**config.mk**
```make
export PLATFORM = sky130hd
export DESIGN_NAME = tick_scheduler_flat
export DESIGN_NICKNAME = d
export VERILOG_FILES = /design/src/rtl/tick_scheduler_if.sv /design/src/rtl/tick_scheduler.sv /design/src/flat_wrapper.sv
export SDC_FILE = /design/constraint.sdc
export NUM_CORES = 1
export LEC_CHECK = 0
export BUFFER_PORTS_ARGS = -buffer_cell sky130_fd_sc_hd__clkbuf_2
export CORE_ASPECT_RATIO = 1.75
export CORE_MARGIN = 2
export CORE_UTILIZATION = 50
export DETAILED_ROUTE_END_ITERATION = 8
export PLACE_DENSITY = 0.77
export SYNTH_ARGS = -nofsm -noshare
export SYNTH_HDL_FRONTEND = slang
export SYNTH_SLANG_ARGS = --single-unit
export TNS_END_PERCENT = 10
```
**constraint.sdc**
```tcl
create_clock -name clkIn -period 2 [get_ports clkIn]
set_clock_uncertainty 0.05 [all_clocks]
set_input_delay 0.3 -clock clkIn [delete_from_list [all_inputs] [get_ports clkIn]]
set_output_delay 0.3 -clock clkIn [all_outputs]
set_load 0.05 [all_outputs]
```
**src/rtl/tick_scheduler_if.sv**
```systemverilog
// rtl/tick_scheduler_if.sv - configuration and channel request/grant bundle for tick_scheduler
interface tick_scheduler_if #(
  parameter int DIV_W = 26,
  parameter int DLY_W = 16
);
  logic             cfgWe;
  logic [DIV_W-1:0] cfgDiv;
  logic             cfgAck;
  logic             cfgErr;
  logic [3:0]       reqIn;
  logic [4*DLY_W-1:0] reqDelay;
  logic [3:0]       grantOut;
  logic [3:0]       doneOut;
  logic             tickOut;
  logic             busy;

  modport slave (
    input  cfgWe, cfgDiv, reqIn, reqDelay,
    output cfgAck, cfgErr, grantOut, doneOut, tickOut, busy
  );

  modport master (
    output cfgWe, cfgDiv, reqIn, reqDelay,
    input  cfgAck, cfgErr, grantOut, doneOut, tickOut, busy
  );
endinterface

```
**src/rtl/tick_scheduler.sv**
```systemverilog
// rtl/tick_scheduler.sv - four-channel round-robin delay timer sharing one prescaler and one down-counter
module tick_scheduler #(
  parameter int DIV_W   = 26,
  parameter int DLY_W   = 16,
  parameter int DIV_RST = 5000
) (
  input  logic            clkIn,
  input  logic            resetN,
  tick_scheduler_if.slave bus
);

  typedef enum logic [1:0] {IDLE, LOAD, COUNT, DONE} state_t;

  state_t           r_state;
  logic [DIV_W-1:0] r_div;
  logic [DIV_W-1:0] r_pre;
  logic [DLY_W-1:0] r_rem;
  logic [1:0]       r_owner;
  logic [1:0]       r_last;
  logic [3:0]       r_grant;
  logic [3:0]       r_done;
  logic             r_ack;
  logic             r_err;

  logic             w_tick;
  logic             w_any;
  logic [1:0]       w_pick;
  logic [1:0]       w_idx;
  logic [DLY_W-1:0] w_dly;
  logic             w_owner_req;

  assign w_tick      = (r_state == COUNT) && (r_pre == r_div);
  assign w_dly       = bus.reqDelay[int'(r_owner)*DLY_W +: DLY_W];
  assign w_owner_req = bus.reqIn[r_owner];

  // Search starts one past the last owner so every pending channel is served before a repeat.
  always_comb begin
    w_any  = 1'b0;
    w_pick = r_last;
    w_idx  = r_last;
    for (int k = 1; k <= 4; k++) begin
      w_idx = r_last + 2'(k);
      if (!w_any && bus.reqIn[w_idx]) begin
        w_any  = 1'b1;
        w_pick = w_idx;
      end
    end
  end

  always_ff @(posedge clkIn or negedge resetN) begin
    if (!resetN) begin
      r_state <= IDLE;
      r_div   <= DIV_W'(DIV_RST);
      r_pre   <= '0;
      r_rem   <= '0;
      r_owner <= 2'd0;
      r_last  <= 2'd3;
      r_grant <= 4'b0000;
      r_done  <= 4'b0000;
      r_ack   <= 1'b0;
      r_err   <= 1'b0;
    end else begin
      r_ack  <= 1'b0;
      r_err  <= 1'b0;
      r_done <= 4'b0000;

      if (bus.cfgWe) begin
        if (r_state == IDLE) begin
          r_div <= bus.cfgDiv;
          r_ack <= 1'b1;
        end else begin
          r_err <= 1'b1;
        end
      end

      case (r_state)
        IDLE: begin
          r_pre <= '0;
          if (w_any) begin
            r_owner <= w_pick;
            r_grant <= 4'b0001 << w_pick;
            r_state <= LOAD;
          end
        end

        LOAD: begin
          r_pre <= '0;
          if (!w_owner_req) begin
            r_last  <= r_owner;
            r_grant <= 4'b0000;
            r_state <= IDLE;
          end else begin
            r_rem <= w_dly;
            if (w_dly == '0) begin
              r_done  <= r_grant;
              r_state <= DONE;
            end else begin
              r_state <= COUNT;
            end
          end
        end

        COUNT: begin
          if (!w_owner_req) begin
            r_pre   <= '0;
            r_last  <= r_owner;
            r_grant <= 4'b0000;
            r_state <= IDLE;
          end else if (w_tick) begin
            r_pre <= '0;
            if (r_rem != '0) begin
              r_rem <= r_rem - DLY_W'(1);
            end
            if (r_rem <= DLY_W'(1)) begin
              r_done  <= r_grant;
              r_state <= DONE;
            end
          end else begin
            r_pre <= r_pre + DIV_W'(1);
          end
        end

        DONE: begin
          r_pre   <= '0;
          r_last  <= r_owner;
          r_grant <= 4'b0000;
          r_state <= IDLE;
        end

        default: r_state <= IDLE;
      endcase
    end
  end

  assign bus.cfgAck   = r_ack;
  assign bus.cfgErr   = r_err;
  assign bus.grantOut = r_grant;
  assign bus.doneOut  = r_done;
  assign bus.tickOut  = w_tick;
  assign bus.busy     = (r_state != IDLE);

endmodule

```
**src/flat_wrapper.sv**
```systemverilog
// flat-port wrapper written by rule: the top's interface ports become plain ports
module tick_scheduler_flat 
#(
  parameter int DIV_W   = 26,
  parameter int DLY_W   = 16,
  parameter int DIV_RST = 5000
)
  (clkIn, resetN, bus_cfgWe, bus_cfgDiv, bus_reqIn, bus_reqDelay, bus_cfgAck, bus_cfgErr, bus_grantOut, bus_doneOut, bus_tickOut, bus_busy);
  tick_scheduler_if #(.DIV_W(DIV_W), .DLY_W(DLY_W)) bus_i ();
  input  logic clkIn;
  input  logic resetN;
  input wire logic [$bits(bus_i.cfgWe)-1:0] bus_cfgWe;
  input wire logic [$bits(bus_i.cfgDiv)-1:0] bus_cfgDiv;
  input wire logic [$bits(bus_i.reqIn)-1:0] bus_reqIn;
  input wire logic [$bits(bus_i.reqDelay)-1:0] bus_reqDelay;
  output wire logic [$bits(bus_i.cfgAck)-1:0] bus_cfgAck;
  output wire logic [$bits(bus_i.cfgErr)-1:0] bus_cfgErr;
  output wire logic [$bits(bus_i.grantOut)-1:0] bus_grantOut;
  output wire logic [$bits(bus_i.doneOut)-1:0] bus_doneOut;
  output wire logic [$bits(bus_i.tickOut)-1:0] bus_tickOut;
  output wire logic [$bits(bus_i.busy)-1:0] bus_busy;
  assign bus_i.cfgWe = bus_cfgWe;
  assign bus_i.cfgDiv = bus_cfgDiv;
  assign bus_i.reqIn = bus_reqIn;
  assign bus_i.reqDelay = bus_reqDelay;
  assign bus_cfgAck = bus_i.cfgAck;
  assign bus_cfgErr = bus_i.cfgErr;
  assign bus_grantOut = bus_i.grantOut;
  assign bus_doneOut = bus_i.doneOut;
  assign bus_tickOut = bus_i.tickOut;
  assign bus_busy = bus_i.busy;
  tick_scheduler #(.DIV_W(DIV_W), .DLY_W(DLY_W), .DIV_RST(DIV_RST)) u_core (.clkIn(clkIn), .resetN(resetN), .bus(bus_i));
endmodule
```
==> flow_summary.yaml <==
floorplan:
  die-width_um: 78.97
  rows: 47
  die_h_um: 135.2
  fp.dieArea_sq_mm: 0.01067
  ios: 109
  coreArea_sq_mm: 0.009527
  start_util: 0.5162
power_and_ir_drop:
  total_power_mw: 8.489
  p_leak_nw: 3.111
  powerDensity_mw_per_mm2: 1277
  peakVddDrop_v: 0.0009132
global_route:
  antenna_found_initial: 0
  grt_max_degree: 41
  grt_pass1_vias: 4707
  grtUsageTotal: 0.2646
  grt_pass1_wl_um: 21900
  overflow: 0
clock_tree:
  cts-htree-levels: 3
  clkLatencyLatePin_ns: 0.35
  path_clk_slew_ns: 0.07
  cts_tree: "built"
  cts.sinks: 84
  clock_path_buffers: 2
  numCtsBuffers: 9
  root_buffer: "clkbuf_16"
timing:
  fmax_mhz: 413.2
  postLayoutSetupSlackWorst_ns: -0.4203
  max_slew_margin: 0.4221
  holdWs_ns: 0.1352
  setup_viol: 55
  rsz0062_at_grt: "yes"
  fin_crit_sh: 1.210
  finalCriticalPeriod_ns: 2.420
  tightest_slew_ns: 0.8595
  finalHoldViolCount: 0
  drv_slew: 0
synth:
  avgSynthCellArea_sq_um: 10.74
  synth_top_family_by_area: "simple AND/OR/NAND/NOR gates"
  synth_seq_area_share: 0.4293
  ys_warn_count: 0
  yosysUniqueCellTypes: 60
  synth_fa_ha_area_frac: 0.02036
  syn_inst: 458
  synth-simple-area-share: 0.1768
  synth_edf_count: 0
  syn-num-nets: 563
  synthXorXnorAreaFrac: 0.08906
  synth-seq-cells: 84
  async_reset_ff_frac: 1.000
  post_synth_mux_area_share: 0.1578
  synthFlopType: "dfrtp_1"
  synth_compound_area_frac: 0.09160
  syn_area_sq_mm: 0.004917
detailed_routing:
  num_vias: 4373
  drtIter0Drc: 233
  vias_per_cell: 5.665
  drcViolationCount: 0
  drt_pass1_iterations: 4
  wire_per_inst_um: 17.26
  postRouteWirelength_um: 13320
  ant_nets: 0
layout:
  fin_nets: 750
  final_cell_mix: "106 x clkbuf_2, 77 x buf_4, 76 x dfrtp_1"
  antenna_cells: 0
  layout_commonest_cell: "clkbuf_2"
  drive_above_1_share: 0.4523
  area_growth_pct: 35.17
placed_design:
  place_ws_ns: -0.3601
  io_buffers: 108
  dp_hpwl_um: 9989
  gp_congestion: 0.9257
setup_path:
  arrival_ns: 2.07
  worstSetupStartpointType: "flip-flop"
  crit_fanout: 4
  crit_path_end_kind: "output port"
  worstPathRequired_ns: 1.65
  critPathKind: "reg2out"
min_path:
  hp-class: "in2reg"
run_status:
  violations: "negative setup slack"
  status: "finished, violations left"
flow_run:
  cap_violations: 0
[timing repair]
action                     4_1_cts  5_1_grt
resized for setup               36       23
setup buffers                    3        2
hold endpoints to repair        33        0
hold buffers                     1        0
setup endpoints to repair       55       55
pin swaps                       17       12
cloned                           1        0
[metrics by stage]
stage | std cells | TNS (ns) | instance area [sq um] | utilization
global route | 772 | -11.96 | 6646 | 0.6977
global placement | 751 | -5.169 | 6198 | 0.6506
floorplan | 458 | -2.022 | 4933 | -
detailed placement | 751 | -7.661 | 6198 | 0.6506
CTS | 772 | -9.044 | 6614 | 0.6942
finish | 772 | -8.606 | 6646 | 0.6977
[state kept, by name (all words and copies together), names as in the netlist]
name and count:
u_core.bus.grantOut 4, u_core.r_pre 26, u_core.bus.cfgErr 1, u_core.r_owner 2, u_core.bus.cfgAck 1, u_core.r_last 2
u_core.r_state 2, u_core.bus.doneOut 4, u_core.r_rem 16, u_core.r_div 26
[cells by family (layout without fill, tap and decap cells)]
group / after synthesis / after routing
AO/OA/AOI/OAI: 64 / 64
XOR/XNOR: 50 / 50
adder cells (fa/ha/maj): 8 / 8
buffers and inverters: 33 / 225
flip-flops: 84 / 84
multiplexers: 48 / 48
AND/OR/NAND/NOR: 171 / 171
[synthesized netlist by cell type, types with 9 or more instances]
| cell | n | area share |
|---|---|---|
| dfrtp_1 | 77 | 0.39 |
| nor2_1 | 55 | 0.042 |
| xor2_1 | 41 | 0.073 |
| nand2_1 | 30 | 0.023 |
| mux2_2 | 27 | 0.062 |
| nand3_1 | 22 | 0.022 |
| o21ai_0 | 19 | 0.019 |
| inv_1 | 15 | 0.011 |
| mux4_1 | 13 | 0.069 |
| nor3_1 | 12 | 0.012 |
| nor4_1 | 12 | 0.015 |
| a21oi_1 | 10 | 0.010 |
| clkbuf_1 | 9 | 0.0069 |
| xnor2_1 | 9 | 0.016 |
[routing by layer]
layer / global-route usage / wire length (um) / share of wire
met4: 0.1284 / 452 / 0.034
met2: 0.5024 / 7520 / 0.56
met1: 0.2725 / 4751 / 0.36
met5: 0 / 0 / 0
met3: 0.04600 / 597 / 0.045
[final timing paths]
path	start	endpoint	slack, ns	cells past startpoint
max in group asynchronous	resetN	u_core.r_div[8]	0.79	3
worst min-delay path	bus_cfgDiv[2]	u_core.r_div[2]	0.14	2
worst min register to register	u_core.r_rem[15]	u_core.r_rem[15]	0.45	1
min in group asynchronous	resetN	u_core.r_owner[1]	0.44	2
worst max-delay path	u_core.r_div[19]	bus_tickOut	-0.42	7
worst max register to register	u_core.r_div[3]	u_core.r_rem[14]	-0.34	7
[worst max-delay path, stage by stage (launching register included)]
cell and delay, ns:
dfrtp_1 0.40, xor2_1 0.18, nor4_2 0.32, buf_4 0.17, nand3_2 0.11, buf_6 0.17
nor3_4 0.21, buf_12 0.17
[area by class of cell]
type | instances | area, sq um
well taps | 122 | 152.6
flip-flops and latches | 84 | 2112
repair buffers | 194 | 1287
clock buffers | 9 | 225.2
multi-input cells | 341 | 2748
clock inverters | 7 | 65.06
fillers | 706 | 2880
inverters | 15 | 56.30
[power breakdown]
group	total, mW	switching, mW	internal [mW]
Combinational	4.12	2.06	2.06
Clock	1.63	0.757	0.877
Sequential	2.73	0.439	2.29
Total	8.49	3.26	5.23
Note: power is estimated with default switching activity, not from simulation.
